File: config.mk
export PLATFORM = sky130hd
export DESIGN_NAME = fetch_stage
export DESIGN_NICKNAME = d
export VERILOG_FILES = /design/src/rtl/fetch_stage.sv
export SDC_FILE = /design/constraint.sdc
export NUM_CORES = 1
export LEC_CHECK = 0
export CAP_MARGIN = 15
export CORE_UTILIZATION = 45
export DETAILED_ROUTE_END_ITERATION = 8
export DONT_BUFFER_PORTS = 1
export GPL_ROUTABILITY_DRIVEN = 0
export PLACE_DENSITY = 0.62
export SKIP_LAST_GASP = 1
export SLEW_MARGIN = 5
export SYNTH_ARGS = -nofsm -noshare
export SYNTH_HDL_FRONTEND = slang
export SYNTH_SLANG_ARGS = --single-unit
export TNS_END_PERCENT = 100
File: constraint.sdc
create_clock -name clk -period 2.5 [get_ports clk]
set_input_delay 0.25 -clock clk [delete_from_list [all_inputs] [get_ports clk]]
set_output_delay 0.25 -clock clk [all_outputs]
set_load 0.01 [all_outputs]
File: src/rtl/fetch_stage.sv
// fetch_stage -- instruction fetch for the 16-bit WISC CPU.
// Owns the architectural PC and keeps one read outstanding to a
// variable-latency instruction memory. Each word goes to the IF/ID output
// register, or to a one-entry skid buffer while decode stalls, so no
// response is ever dropped. A redirect flushes the stage. If the redirect
// arrives while a read is still outstanding, the stage first drains that
// read and throws its data away.
// Optional feature: define FETCH_HLT_DETECT_EN to stop fetching after a
// HLT word (opcode 4'hF). Left undefined, HLT is fetched like any other
// word and halted stays 0.
module fetch_stage #(
  parameter logic [15:0] RESET_PC = 16'h0000
) (
  input  logic        clk,
  input  logic        rst_n,
  input  logic        stall,
  input  logic        redirect,
  input  logic [15:0] redirect_pc,
  output logic        mem_req,
  output logic [15:0] mem_addr,
  input  logic        mem_ack,
  input  logic [15:0] mem_rdata,
  output logic        if_valid,
  output logic [15:0] if_instr,
  output logic [15:0] if_pc,
  output logic [15:0] if_pc_next,
  output logic        halted
);

`ifdef FETCH_HLT_DETECT_EN
  localparam logic HLT_EN = 1'b1;
`else
  localparam logic HLT_EN = 1'b0;
`endif

  typedef enum logic [1:0] {
    ST_REQ   = 2'd0,
    ST_DRAIN = 2'd1,
    ST_HALT  = 2'd2
  } state_t;

  // Sequential PC step; 16-bit add wraps 16'hFFFE to 16'h0000, bit 0 untouched.
  function automatic logic [15:0] pc_inc(input logic [15:0] pc);
    return pc + 16'h0002;
  endfunction

  // HLT opcode match, only meaningful when detection is built in.
  function automatic logic is_hlt(input logic [3:0] opcode);
    return HLT_EN & (opcode == 4'hF);
  endfunction

  state_t      state_r, state_s;
  logic [15:0] pc_r, pc_s;
  logic        mem_req_r, mem_req_s;
  logic [15:0] mem_addr_r, mem_addr_s;
  logic        skid_valid_r, skid_valid_s;
  logic [15:0] skid_instr_r, skid_instr_s;
  logic [15:0] skid_pc_r, skid_pc_s;
  logic        if_valid_r, if_valid_s;
  logic [15:0] if_instr_r, if_instr_s;
  logic [15:0] if_pc_r, if_pc_s;
  logic [15:0] if_pc_next_r, if_pc_next_s;
  logic        halted_r, halted_s;
  logic        ack_s, accept_s, load_s;
  logic [15:0] load_instr_s, load_pc_s;

  // Next state, request control, skid buffer and output register selection.
  always_comb begin
    state_s      = state_r;
    pc_s         = pc_r;
    mem_req_s    = mem_req_r;
    mem_addr_s   = mem_addr_r;
    skid_valid_s = skid_valid_r;
    skid_instr_s = skid_instr_r;
    skid_pc_s    = skid_pc_r;
    if_valid_s   = if_valid_r;
    if_instr_s   = if_instr_r;
    if_pc_s      = if_pc_r;
    if_pc_next_s = if_pc_next_r;
    halted_s     = halted_r;
    load_s       = 1'b0;
    load_instr_s = 16'h0000;
    load_pc_s    = 16'h0000;
    ack_s        = mem_req_r & mem_ack;
    accept_s     = ack_s & (state_r == ST_REQ) & ~redirect;

    if (redirect) begin
      // Flush wins over stall; an un-acked read must be drained first.
      if_valid_s   = 1'b0;
      skid_valid_s = 1'b0;
      halted_s     = 1'b0;
      pc_s         = redirect_pc;
      if (mem_req_r && !mem_ack) begin
        state_s    = ST_DRAIN;
        mem_req_s  = 1'b1;
        mem_addr_s = mem_addr_r;
      end else begin
        state_s    = ST_REQ;
        mem_req_s  = 1'b1;
        mem_addr_s = redirect_pc;
      end
    end else begin
      // Output register prefers the older skid entry over a fresh response.
      if (!stall) begin
        if (skid_valid_r) begin
          load_s       = 1'b1;
          load_instr_s = skid_instr_r;
          load_pc_s    = skid_pc_r;
          skid_valid_s = 1'b0;
        end else if (accept_s) begin
          load_s       = 1'b1;
          load_instr_s = mem_rdata;
          load_pc_s    = mem_addr_r;
        end else begin
          if_valid_s = 1'b0;
        end
      end else if (accept_s && !if_valid_r) begin
        load_s       = 1'b1;
        load_instr_s = mem_rdata;
        load_pc_s    = mem_addr_r;
      end else if (accept_s) begin
        skid_valid_s = 1'b1;
        skid_instr_s = mem_rdata;
        skid_pc_s    = mem_addr_r;
      end else begin
        if_valid_s = if_valid_r;
      end

      if (load_s) begin
        if_valid_s   = 1'b1;
        if_instr_s   = load_instr_s;
        if_pc_s      = load_pc_s;
        if_pc_next_s = pc_inc(load_pc_s);
        halted_s     = halted_r | is_hlt(load_instr_s[15:12]);
      end else begin
        halted_s = halted_r;
      end

      case (state_r)
        ST_REQ: begin
          if (accept_s) begin
            pc_s = pc_inc(pc_r);
          end else begin
            pc_s = pc_r;
          end
          if (accept_s && is_hlt(mem_rdata[15:12])) begin
            state_s    = ST_HALT;
            mem_req_s  = 1'b0;
            mem_addr_s = mem_addr_r;
          end else begin
            // A full skid pauses requests; an un-acked read keeps pc_s == mem_addr_r.
            state_s    = ST_REQ;
            mem_req_s  = ~skid_valid_s;
            mem_addr_s = pc_s;
          end
        end
        ST_DRAIN: begin
          if (ack_s) begin
            state_s    = ST_REQ;
            mem_req_s  = 1'b1;
            mem_addr_s = pc_r;
          end else begin
            state_s    = ST_DRAIN;
            mem_req_s  = 1'b1;
            mem_addr_s = mem_addr_r;
          end
        end
        ST_HALT: begin
          state_s   = ST_HALT;
          mem_req_s = 1'b0;
        end
        default: begin
          state_s    = ST_REQ;
          mem_req_s  = 1'b0;
          mem_addr_s = pc_r;
        end
      endcase
    end
  end

  // State and output registers; reset drops mem_req and clears everything at once.
  always_ff @(posedge clk or negedge rst_n) begin
    if (!rst_n) begin
      state_r      <= ST_REQ;
      pc_r         <= RESET_PC;
      mem_req_r    <= 1'b0;
      mem_addr_r   <= RESET_PC;
      skid_valid_r <= 1'b0;
      skid_instr_r <= 16'h0000;
      skid_pc_r    <= 16'h0000;
      if_valid_r   <= 1'b0;
      if_instr_r   <= 16'h0000;
      if_pc_r      <= 16'h0000;
      if_pc_next_r <= 16'h0000;
      halted_r     <= 1'b0;
    end else begin
      state_r      <= state_s;
      pc_r         <= pc_s;
      mem_req_r    <= mem_req_s;
      mem_addr_r   <= mem_addr_s;
      skid_valid_r <= skid_valid_s;
      skid_instr_r <= skid_instr_s;
      skid_pc_r    <= skid_pc_s;
      if_valid_r   <= if_valid_s;
      if_instr_r   <= if_instr_s;
      if_pc_r      <= if_pc_s;
      if_pc_next_r <= if_pc_next_s;
      halted_r     <= halted_s;
    end
  end

  assign mem_req    = mem_req_r;
  assign mem_addr   = mem_addr_r;
  assign if_valid   = if_valid_r;
  assign if_instr   = if_instr_r;
  assign if_pc      = if_pc_r;
  assign if_pc_next = if_pc_next_r;
  assign halted     = halted_r;

endmodule

==> reports/qor.txt <==
Power Dens Cells: 840 nW/um^2
Worst R2R End: if_pc_next[13]$_DFFE_PN0P_
Crit path max fanout: 5
Global route overflow: 0
Synth warnings: 0
Largest net degree at the start of global routing: 117
Max Cap Viol: 0
Site Rows: 39
Via/cell ratio: 5.70
Met1 GRT Util: 32.4%
FMAX: 433 MHz
Worst-Skew Late Latency: 420 ps
R2R depth: 8
Tot GR Track Use: 23.8%
CP startpoint kind: register
DP HPWL: 9370 microns
Post-synth top flop: dfrtp_1
RSZ-0062 raised after global routing: false
Pint: 0.00414 W
CP arrival: 2640 ps
Post-synthesis instance area: 5470 sq um
Max VDD drop: 0.399 mV
Share of cells above drive strength 1: 13.4%
Worst Max-Slew Pin Slew: 904 ps
Synthesized net count: 614
Reg2reg start: state_r[0]$_DFF_PN0_
FF+latch count, synth: 116
Switching Share: 25.9%
Nets: 652
Worst Setup End Kind: register
Lkg Pwr: 3.04 nW
Area Growth Syn to Fin: 21.7%
Hold Crit Class: input pin to asynchronous set/reset pin
Initial Util: 47.1%
Reg power frac: 44.8%
R2R Setup Slk: 190 ps
Clk network pwr share: 45.8%
Global-route wire length before repair: 23100 microns
Clock Sinks: 116
DR iter-0 viols: 335
Clock Skew: 12.9 ps
GR Util met2: 35.5%
WHS: -459 ps
Fill cell count: 1041
CTS tree: done
Distinct cells, synth: 58
WL/cell: 17.9 microns
Max clock buf depth: 2
# hold bufs at CTS: 28
Routed wire length: 13800 microns
Die Span Y: 112 microns
Num CTS Buffers: 17
CTS Root Cell: clkbuf_16
Final Hold Violating Endpoints: 116
Initial antenna violation count: 0
Status: complete, but fails checks
Reg clk slew, reported paths: 50 ps
Core ar.: 11600 sq um
Setup CP Type: register to register
Most Crowded Layer GR: met2
Die area: 12600 sq um
Post-CTS Setup Bufs: 0
TritonRoute pass-1 iters: 8
Ant. Diodes: 0
Slew Viols, Final: 0
Via Count: 4385
H-tree depth: 4
Synthesized netlist cell count: 575
EDFF count, synth: 0
Die width: 112 microns
Grt met3 use: 8.15%
FFs w/ async S/R, synth: 100%
Mapped Avg Cell Area: 9.50 sq um
Setup violations, final: 0
Combinational power share: 9.4%
Post-synthesis sequential area ratio: 53.1%
Final TNS setup: 0 ps
Final min period: 2310 ps
P_sw: 0.00145 W
Crit share post-route: 92.4%
IO Port Bufs: 0
Vias in the first global route: 4347
DRT antenna net count: 0
# IOs: 104
DRC violations left: 8
Worst Path Required: 2830 ps
Slew margin rel.: 39.5%
Failing checks: DRC, hold timing
Power Total: 0.00559 W
[worst max path at each step]
stage / from / to / slack [ps]
after floorplan: state_r[0]$_DFF_PN0_ / if_pc_next[13]$_DFFE_PN0P_ / 120
after detailed placement: state_r[0]$_DFF_PN0_ / if_pc_next[13]$_DFFE_PN0P_ / 140
final: state_r[0]$_DFF_PN0_ / if_pc_next[13]$_DFFE_PN0P_ / 190
after global routing: if_valid$_DFFE_PN0P_ / if_pc_next[13]$_DFFE_PN0P_ / 8
after global placement: state_r[0]$_DFF_PN0_ / if_pc_next[13]$_DFFE_PN0P_ / 240
after CTS: state_r[0]$_DFF_PN0_ / if_pc_next[13]$_DFFE_PN0P_ / 130
[layer usage]
metal / up-vias / share of wire [%]
li1: 2065 / -
met1: 2170 / 45
met2: 139 / 46
met3: 11 / 8.2
met4: 0 / 0.93
met5: - / 0
[kinds of logic after synthesis]
| kind of cell | Yosys count | synth area share (%) |
|---|---|---|
| flops | 116 | 53.1 |
| mux | 23 | 4.62 |
| xor+xnor | 18 | 2.88 |
| other cells | 1 | 0.0686 |
| fa+ha+maj | 2 | 0.458 |
| compound gates | 101 | 13.2 |
| simple gates | 275 | 22.6 |
| buf+inv | 39 | 3.04 |
[worst max-delay path, stage by stage, from the launching register on]
cell      delay, ps
dfrtp_1         380
nor4bb_2        330
and3_1          270
a22o_1          190
ha_1            220
o211ai_2        160
nor3_2          220
mux2_2          370
o211ai_1         90
[synthesized netlist by cell type (4+ instances only)]
cell type / n / share of area (%)
mux2_1: 8 / 1.6
and3b_1: 4 / 0.64
mux2i_1: 5 / 0.92
nand4_1: 9 / 1.0
clkbuf_1: 23 / 1.6
a31oi_1: 4 / 0.46
a21o_1: 8 / 1.1
o21ai_0: 8 / 0.73
xnor2_1: 9 / 1.4
nand2b_1: 4 / 0.46
dfrtp_1: 116 / 53
o21ai_1: 19 / 1.7
a21oi_1: 10 / 0.92
and4_1: 5 / 0.80
a22o_1: 6 / 0.96
nand3_1: 7 / 0.64
a221oi_1: 17 / 2.7
xor2_1: 9 / 1.4
buf_2: 10 / 0.92
nor2_1: 56 / 3.8
mux2_2: 10 / 2.1
nand2_1: 164 / 11
[power groups by stage]
stage               sequential [W]  clock, W  combinational (W)
floorplan                  0.00245         0           0.000391
global placement           0.00252         0           0.000462
detailed placement         0.00254         0           0.000477
CTS                        0.00251   0.00259           0.000525
global route               0.00255   0.00268           0.000597
finish                     0.00250   0.00256           0.000523
[stage by stage]
stage	instances	instance area [sq um]	util [%]	hold WS, ps	worst slack, ps
finish	769	6650	57.3	-459	191
global route	769	6650	57.3	-489	7.71
CTS	769	6650	57.2	-481	130
detailed placement	709	5740	49.4	-41.8	143
global placement	709	5740	49.4	-41.1	243
floorplan	575	5470	-	-45.6	121
[timing repair]
action | 4_1_cts | 5_1_grt
setup endpoints to repair | 0 | 1
resized for setup | 0 | 1
endpoints found under the hold margin | 157 | 116
[layout make-up]
class	count	area, sq um	share of cell area [%]
Sequential cell	116	2900	43.6
Multi-Input combinational cell	420	2410	36.3
Timing Repair Buffer	54	513	7.71
Clock buffer	24	512	7.69
Tap cell	143	179	2.69
Clock inverter	8	120	1.81
Inverter	4	15.0	0.226
[cells in the final DEF, fill, tap and decap left out, drive strengths merged, types with 4 or more instances in the layout]
| cell type | count |
|---|---|
| a22o | 6 |
| a31oi | 4 |
| nand3 | 7 |
| nand2b | 4 |
| a21oi | 10 |
| dfrtp | 116 |
| o21ai | 29 |
| nand2 | 164 |
| nor3 | 5 |
| clkbuf | 24 |
| and4 | 5 |
| buf | 26 |
| dlygate4sd3 | 28 |
| mux2 | 18 |
| nor2 | 56 |
| a21o | 8 |
| mux2i | 5 |
| o211ai | 5 |
| a221oi | 17 |
| inv | 4 |
| nand4 | 9 |
| xor2 | 9 |
| xnor2 | 9 |
| and3b | 4 |
[registers in the layout, summed over array words and instances, names as in the netlist]
name,count
if_pc_next,15
skid_pc_r,16
mem_addr,16
if_instr,16
if_valid,1
skid_valid_r,1
state_r,2
mem_req,1
pc_r,16
if_pc,16
skid_instr_r,16
No activity file was read; power rests on OpenSTA's default activity.
==> RTL edit, RTL diff (same flow settings) <==
The option `FETCH_HLT_DETECT_EN` is turned on by a define.
--- a/src/rtl/fetch_stage.sv
+++ b/src/rtl/fetch_stage.sv
@@ -8,6 +8,8 @@
 // Optional feature: define FETCH_HLT_DETECT_EN to stop fetching after a
 // HLT word (opcode 4'hF). Left undefined, HLT is fetched like any other
 // word and halted stays 0.
+`define FETCH_HLT_DETECT_EN
+
 module fetch_stage #(
   parameter logic [15:0] RESET_PC = 16'h0000
 ) (
Formal check against the unedited RTL: not equivalent (Yosys sat finds a counterexample within 4 cycles, from zero or initial values and one cycle with rst_n low).
==> RTL edit against the original RTL <==
The flow finishes with violations (hold timing). Combinational power rose by 18%. Setup slack got worse by 0.10 ns. Via count rose by 2.6%. Global-route usage barely moved. Utilization barely moved. Design area rose by 4.4%. Sequential cell count rose by 1. Power rose by 1.9%. Wire length rose by 5.0%. Non-clock buffer count rose by 6. Synthesized area rose by 3.2%. Clock skew fell by 0.0049 ns. Critical path type unchanged. Critical endpoint is now if_pc_next[15]. Largest cell class unchanged.
==> RTL edit: results (changes against the original RTL) <==
metric	value	unit	change
GRT Util Overall	0.238		-0.000244
Comb pwr share	0.108		+0.014
total wire length	14500	µm	+5.0%
cell area after placement	0.00595	mm²	+3.8%
largest net degree at the start of global routing	118		+0.85%
Worst path slowest cell	or4_1		
worst hold margin	-0.471	ns	-0.0120 ns
violated checks	hold timing		
Post-Place Setup Slack	-0.0434	ns	-0.187 ns
DRT Pass-1 Iters	4		-4
first-pass GRT wire length	23400	µm	+1.5%
max incr delay on CP	0.54	ns	+0.16 ns
Critical Path AT	2.77	ns	+0.13 ns
status	complete, but fails checks		
final std cells w/o fill	819		+6.5%
share of cells above drive strength 1	0.166		+0.0317
Pint	0.00422	W	+1.9%
synth cell count leaders	171 x nand2_1, 117 x dfrtp_1, 37 x o21ai_0, 32 x nor2_1, 22 x mux2_2		
final hold violation count	117		+0.86%
Vias/cell	5.49		-3.7%
dominant cells by area after synthesis	dfrtp_1 52%, nand2_1 11%, mux2_2 4.4%, o21ai_0 3.3%, nor2_1 2.1%		
hpwl dp	9780	µm	+4.3%
maximum VDD drop	0.432	mV	+8.2%
fraction of power consumed by sequential logic	0.441		-0.007
Final Skew	0.00800	ns	-0.00489 ns
syn nets	631		+2.8%
vias in the first global route	4488		+3.2%
register area share after synthesis	0.519		-0.0121
Lkg Pwr	3.09	nW	+1.4%
critical path fanouts, max	8		+3
-- RTL edit: what timing repair did --
action | 4_1_cts | 5_1_grt
hold buffers | 27 | 1
setup buffers | 3 | 1
setup endpoints to repair | 5 | 9
cloned | 0 | 1
hold endpoints to repair | 164 | 118
resized for setup | 1 | 6
pin swaps | 1 | 1
-- RTL edit: worst reg2reg max path, delay by kind of cell, from the launching register on --
kind	cells	cell delay (ns)
compound gates	2	0.49
buf+inv	1	0.22
mux	1	0.14
flops	1	0.45
simple gates	3	1.04
-- RTL edit: routing by layer --
metal  part of all wire  track usage  wire length [µm]  vias up
li1                   -            -                 -     2141
met1               0.45        0.319              6590     2200
met2               0.47        0.362              6830      137
met3              0.058       0.0685               847       19
met4              0.015       0.0978               224        0
met5                  0            0                 0        -
-- RTL edit: kinds of logic after synthesis --
logic type | synth area share
AND/OR/NAND/NOR | 0.220
adder cells (fa/ha/maj) | 0.00444
multiplexers | 0.0537
flip-flops | 0.519
buffers and inverters | 0.0346
XOR/XNOR | 0.0326
AO/OA/AOI/OAI | 0.136
-- RTL edit: final timing paths --
kind	startpoint	endpoint	slack, ns	cells after the start
min in group clk	redirect_pc[2]	pc_r[2]	0.02	2
hold / removal	rst_n	if_pc_next[5]	-0.47	0
setup / recovery	state_r[1]	if_pc_next[15]	0.09	7
max in group asynchronous	rst_n	if_valid	2.79	0
hold reg to reg	skid_instr_r[3]	skid_instr_r[3]	0.47	2
setup reg to reg	state_r[1]	if_pc_next[15]	0.09	7
-- RTL edit: final cells by class --
type	instances	area (µm²)
timing repair buffer	60	533
fill	1072	5170
sequential	117	2930
tap	168	210
multi-input combinational	430	2600
inverter	13	48.8
clock buffer	22	474
clock inverter	9	150
